$ cat config.mk
export PLATFORM = sky130hd
export DESIGN_NAME = vram_write_arbiter
export DESIGN_NICKNAME = d
export VERILOG_FILES = /design/src/rtl/vram_write_arbiter.sv
export SDC_FILE = /design/constraint.sdc
export NUM_CORES = 1
export LEC_CHECK = 0
export ABC_CLOCK_PERIOD_IN_PS = 4200
export CAP_MARGIN = 5
export CORE_ASPECT_RATIO = 0.8
export CORE_UTILIZATION = 50
export DETAILED_ROUTE_END_ITERATION = 6
export PLACE_DENSITY = 0.75
export SETUP_SLACK_MARGIN = 0.3
export SLEW_MARGIN = 20
export SYNTH_ARGS = -nofsm -noshare
export SYNTH_HDL_FRONTEND = slang
export SYNTH_SLANG_ARGS = --single-unit
$ cat constraint.sdc
create_clock -name clk -period 4.2 [get_ports clk]
set_input_delay 1.26 -clock clk [delete_from_list [all_inputs] [get_ports clk]]
set_output_delay 1.26 -clock clk [all_outputs]
set_load 0.02 [all_outputs]
$ cat src/rtl/vram_write_arbiter.sv
// Frame-buffer write arbiter: buffered EBI writes share one RAM write port with
// a block-fill engine; EBI wins unless fill has been starved for FAIR_N grants.
module vram_write_arbiter #(
  parameter int ADDR_W     = 16,
  parameter int DATA_W     = 16,
  parameter int FIFO_DEPTH = 4,
  parameter int FAIR_N     = 4
) (
  input  logic                          clk,
  input  logic                          reset,
  input  logic                          ebi_valid,
  input  logic [ADDR_W-1:0]             ebi_addr,
  input  logic [DATA_W-1:0]             ebi_data,
  input  logic                          fill_start,
  input  logic [ADDR_W-1:0]             fill_base,
  input  logic [ADDR_W-1:0]             fill_len,
  input  logic [DATA_W-1:0]             fill_data,
  output logic                          write_enable,
  output logic [ADDR_W-1:0]             write_address,
  output logic [DATA_W-1:0]             data_out,
  output logic                          fill_busy,
  output logic                          fill_done,
  output logic                          fifo_overflow,
  output logic [$clog2(FIFO_DEPTH):0]   fifo_level
);
  localparam int PTR_W = $clog2(FIFO_DEPTH);
  localparam int LVL_W = PTR_W + 1;
  localparam int CNT_W = $clog2(FAIR_N + 1);

  typedef struct packed {
    logic [ADDR_W-1:0] addr;
    logic [DATA_W-1:0] data;
  } wr_t;

  typedef enum logic {IDLE, FILL} state_t;

  wr_t              r_mem [FIFO_DEPTH];
  logic [PTR_W-1:0] r_wptr, r_rptr;
  logic [LVL_W-1:0] r_level;
  logic             r_ovf;
  state_t           r_state, w_next;
  logic [ADDR_W-1:0] r_faddr, r_rem;
  logic [DATA_W-1:0] r_fdata;
  logic [CNT_W-1:0] r_fair;
  logic             r_we, r_done;
  logic [ADDR_W-1:0] r_addr;
  logic [DATA_W-1:0] r_data;

  logic w_empty, w_full, w_push, w_pop;
  logic w_fill_act, w_fair_hold, w_gnt_ebi, w_gnt_fill, w_last, w_accept;

  assign w_empty = (r_level == '0);
  assign w_full  = (r_level == LVL_W'(FIFO_DEPTH));
  assign w_pop   = w_gnt_ebi;
  // A push into a full FIFO still lands when the same cycle pops an entry.
  assign w_push  = ebi_valid && (!w_full || w_pop);
  assign w_accept = (r_state == IDLE) && fill_start && (fill_len != '0);

  // FSM state register
  always_ff @(posedge clk or posedge reset) begin
    if (reset) r_state <= IDLE;
    else       r_state <= w_next;
  end

  // FSM next state
  always_comb begin
    w_next = r_state;
    case (r_state)
      IDLE: if (w_accept) w_next = FILL;
      FILL: if (w_last)   w_next = IDLE;
      default: w_next = IDLE;
    endcase
  end

  // FSM outputs: grant selection
  always_comb begin
    w_fill_act  = (r_state == FILL);
    w_fair_hold = w_fill_act && (r_fair == CNT_W'(FAIR_N));
    w_gnt_ebi   = !w_empty && !w_fair_hold;
    w_gnt_fill  = w_fill_act && !w_gnt_ebi;
    w_last      = w_gnt_fill && (r_rem == ADDR_W'(1));
  end

  always_ff @(posedge clk) begin
    if (w_push) r_mem[r_wptr] <= {ebi_addr, ebi_data};
  end

  always_ff @(posedge clk or posedge reset) begin
    if (reset) begin
      r_wptr  <= '0;
      r_rptr  <= '0;
      r_level <= '0;
      r_ovf   <= 1'b0;
    end else begin
      if (w_push) r_wptr <= r_wptr + PTR_W'(1);
      if (w_pop)  r_rptr <= r_rptr + PTR_W'(1);
      case ({w_push, w_pop})
        2'b10:   r_level <= r_level + LVL_W'(1);
        2'b01:   r_level <= r_level - LVL_W'(1);
        default: r_level <= r_level;
      endcase
      if (ebi_valid && w_full && !w_pop) r_ovf <= 1'b1;
    end
  end

  always_ff @(posedge clk or posedge reset) begin
    if (reset) begin
      r_faddr <= '0;
      r_rem   <= '0;
      r_fdata <= '0;
      r_fair  <= '0;
    end else begin
      if (w_accept) begin
        r_faddr <= fill_base;
        r_rem   <= fill_len;
        r_fdata <= fill_data;
      end else if (w_gnt_fill) begin
        r_faddr <= r_faddr + ADDR_W'(1);
        r_rem   <= r_rem - ADDR_W'(1);
      end
      if (!w_fill_act || w_gnt_fill) r_fair <= '0;
      else if (w_gnt_ebi)            r_fair <= r_fair + CNT_W'(1);
    end
  end

  always_ff @(posedge clk or posedge reset) begin
    if (reset) begin
      r_we   <= 1'b0;
      r_addr <= '0;
      r_data <= '0;
      r_done <= 1'b0;
    end else begin
      r_we   <= w_gnt_ebi || w_gnt_fill;
      r_done <= w_last;
      if (w_gnt_ebi) begin
        r_addr <= r_mem[r_rptr].addr;
        r_data <= r_mem[r_rptr].data;
      end else if (w_gnt_fill) begin
        r_addr <= r_faddr;
        r_data <= r_fdata;
      end
    end
  end

  assign write_enable  = r_we;
  assign write_address = r_addr;
  assign data_out      = r_data;
  assign fill_done     = r_done;
  assign fill_busy     = (r_state == FILL) || r_done;
  assign fifo_overflow = r_ovf;
  assign fifo_level    = r_level;
endmodule

==> summary.txt <==
Clock tree
  – Clock-pin slew on the worst setup and hold paths: 60 ps
  – Hold_buf cts: 0
  – Total number of H-tree levels: 1
  – # resized after CTS: 0
  – CTS Root Cell: clkbuf_16
  – CTS tree: built
  – # Post-CTS Setup Buffers: 0
  – CTS Sinks: 222
  – Clock buffer depth: 3
  – Clock latency on the worst-skew pair: 520 ps
  – Num CTS Buffers: 23

Floorplanning
  – Initial Utilization: 0.514
  – I/O pin cnt: 123
  – Die height: 125 microns
  – Cell row count: 44
  – Core Area: 0.0183 sq mm
  – Die W: 155 microns
  – DIE AREA: 0.0193 sq mm

Drt
  – Post-route ant nets: 0
  – Violation count after the first detailed-route iteration: 463
  – Avg Vias per Cell: 5.82
  – DRC: 0
  – DR pass1 iterations: 5
  – Drt total wl: 21200 microns
  – Via Count: 6169
  – WL/cell: 20.0 microns

Logic synthesis
  – Flops & latches, synth: 222
  – Syn Inst Count: 663
  – Synth Flop Type: edfxtp_1
  – Distinct cell type count after synthesis: 60
  – Synth async-reset ratio: 0.423
  – Synthesized area: 0.00940 sq mm
  – Seq/Total Area, Yosys: 0.659
  – Syn nets: 757
  – Synth warn: 0
  – Number of synthesized flops with an enable pin: 128
  – Synth Area per Inst: 14.2 sq um

Timing
  – Final Skew: 26.2 ps
  – Slew HR: 0.440
  – RSZ-0062 raised after global routing: no
  – Setup TNS: 0 ps
  – Actual slew at the worst max-slew pin: 833 ps
  – Final setup vio count: 0
  – Final slew viol count: 0
  – Hold violation count in the final report: 0
  – Post-route clock period utilization: 0.816
  – Fin crit period: 3430 ps
  – Max Fclk: 292 MHz

Global routing
  – Vias in the first global route: 6440
  – Largest net degree at the start of global routing: 77
  – Total gr overflow: 0
  – Initial antenna violation count: 0
  – Global Route Usage Sum: 0.227
  – First-pass GRT wire length: 34100 microns

Power and ir drop
  – Overall power: 0.00765 W
  – Sw Pwr: 0.00251 W
  – Logic pwr share: 0.313
  – Pwr/cell area: 657 mW/mm^2
  – Maximum vdd drop: 0.387 mV
  – Clock network power share: 0.257
  – Sw Share: 0.328
  – Leak Pwr: 4.54 nW
  – Internal Pwr Total: 0.00515 W
  – Reg power frac: 0.430

Critical path
  – R2r startpoint: r_state
  – Crit path required time: 2940 ps
  – Worst Path Class, Setup: register to output port
  – CP arrival: 2170 ps
  – CP Capture Type: output port
  – CP startpoint kind: register
  – Max FO, Critical Path: 27
  – Reg-to-Reg End: r_mem[1][19]
  – Worst reg2reg setup slack: 1540 ps
  – R2R cell count: 4
  – Crit path from: r_state
  – CP Capture Point: fill_busy

Placement
  – Post-DP HPWL: 13700 microns
  – GP Congestion: 0.882
  – DP Area: 0.0109 sq mm
  – Port Buffer Count: 122

Cells and area
  – Antenna Cells: 0
  – Layout cells sized above 1: 0.123
  – Layout net count: 884
  – Cell area after layout: 0.0117 sq mm
  – Syn-to-layout area delta: 24.0%

Status
  – Status: completed

Min path
  – Hold Startpoint: r_fair[0]
  – Worst Hold Class: register to register

Job
  – Max Cap Viol: 0
## power groups by stage
stage	clock (W)	sequential [W]	combinational [W]
after global routing	0.00208	0.00336	0.00261
after detailed placement	0	0.00333	0.00241
after global placement	0	0.00330	0.00234
after CTS	0.00200	0.00330	0.00243
after floorplan	0	0.00336	0.00137
final	0.00196	0.00329	0.00240
## stage by stage
| stage | util | instances | hold WS (ps) | worst slack (ps) |
|---|---|---|---|---|
| after floorplan | - | 663 | 430 | 491 |
| after global placement | 0.598 | 1018 | 440 | 568 |
| after detailed placement | 0.598 | 1018 | 464 | 511 |
| after CTS | 0.638 | 1060 | 471 | 762 |
| after global routing | 0.638 | 1060 | 484 | 702 |
| final | 0.638 | 1060 | 466 | 775 |
## cells in the mapped netlist, drive strengths merged (2+ instances only)
library cell | instances | area share
o41ai | 3 | 0.0048
mux2 | 2 | 0.0024
nor3b | 3 | 0.0024
mux4 | 32 | 0.077
o31ai | 6 | 0.0048
or2 | 5 | 0.0033
o21ai | 42 | 0.022
nand4 | 7 | 0.0047
a221o | 5 | 0.0053
a211o | 3 | 0.0028
nor2 | 15 | 0.0068
xor2 | 3 | 0.0028
edfxtp | 128 | 0.41
clkbuf | 19 | 0.0076
nor4 | 4 | 0.0033
and2 | 6 | 0.0040
a21oi | 5 | 0.0027
nand3 | 14 | 0.0075
or3 | 3 | 0.0020
o2111ai | 2 | 0.0019
a22o | 2 | 0.0019
nand2 | 108 | 0.043
a21o | 3 | 0.0024
dfrtp | 94 | 0.25
or4 | 9 | 0.0080
o211ai | 10 | 0.0080
inv | 18 | 0.0072
buf | 16 | 0.0095
ha | 9 | 0.012
o311ai | 7 | 0.0065
mux2i | 38 | 0.040
and3 | 7 | 0.0047
a31oi | 6 | 0.0040
xnor2 | 6 | 0.0056
nor3 | 7 | 0.0037
## cells in the final DEF, fill, tap and decap left out, drive strengths merged, types with 2 or more instances in the layout
cell	n
edfxtp	128
a21oi	5
o311ai	7
a221o	5
nand4	7
nor3	7
nand3	14
and2	6
a31oi	6
nor3b	3
clkinv	7
or4	9
nand2	108
nor4	4
mux2	2
a22o	2
buf	15
nor2	15
mux4	32
xnor2	6
o211ai	10
o31ai	6
o21ai	42
xor2	3
a211o	3
inv	19
and3	7
dfrtp	94
clkdlybuf4s50	122
clkbuf	32
mux2i	38
or2	5
o41ai	3
a21o	3
or3	3
bufinv	2
ha	9
o2111ai	2
## cell families (layout without fill, tap and decap cells)
kind of cell / count (synthesis) / count (layout) / share of synthesized area
flip-flops: 222 / 222 / 0.659
AND/OR/NAND/NOR: 194 / 194 / 0.0984
AO/OA/AOI/OAI: 103 / 103 / 0.0759
multiplexers: 72 / 72 / 0.120
buffers and inverters: 53 / 197 / 0.0242
adder cells (fa/ha/maj): 10 / 10 / 0.0141
XOR/XNOR: 9 / 9 / 0.00839
## registers in the layout, summed over array words and instances (netlist names)
| register | count |
|---|---|
| fifo_level | 3 |
| fifo_overflow | 1 |
| r_state | 1 |
| r_fdata | 16 |
| r_mem | 128 |
| r_faddr | 16 |
| write_enable | 1 |
| write_address | 16 |
| r_wptr | 2 |
| r_rem | 16 |
| fill_done | 1 |
| r_rptr | 2 |
| r_fair | 3 |
| data_out | 16 |
## cell type report
type                    instances  area, sq um
fillers                      1389         6620
flip-flops and latches        222         6200
multi-input cells             388         2990
repair buffers                137         1360
clock buffers                  32          609
well taps                     253          317
clock inverters                10          113
inverters                      18         72.6
## critical path: stages, from the launching register on
cell	delay (ps)
dfrtp_2	840
or2_2	230
clkdlybuf4s50_1	590
## how the worst min path moves through the flow
stage	end	slack (ps)	depth (start not counted)
6_report	r_fair[0]	470	1
5_1_grt	r_fair[0]	480	1
4_1_cts	r_fair[0]	470	1
3_5_place_dp	r_fair[0]	460	1
3_3_place_gp	r_fair[0]	440	1
2_1_floorplan	r_fair[0]	430	1
## per-layer routing
metal	GRT usage	wire length (microns)	vias to the layer above
met2	0.374	10300	244
met1	0.305	8810	3114
met5	0	0	-
met4	0.0721	604	0
met3	0.0466	1480	51
li1	-	-	2760
(Power assumes the default switching activity.)
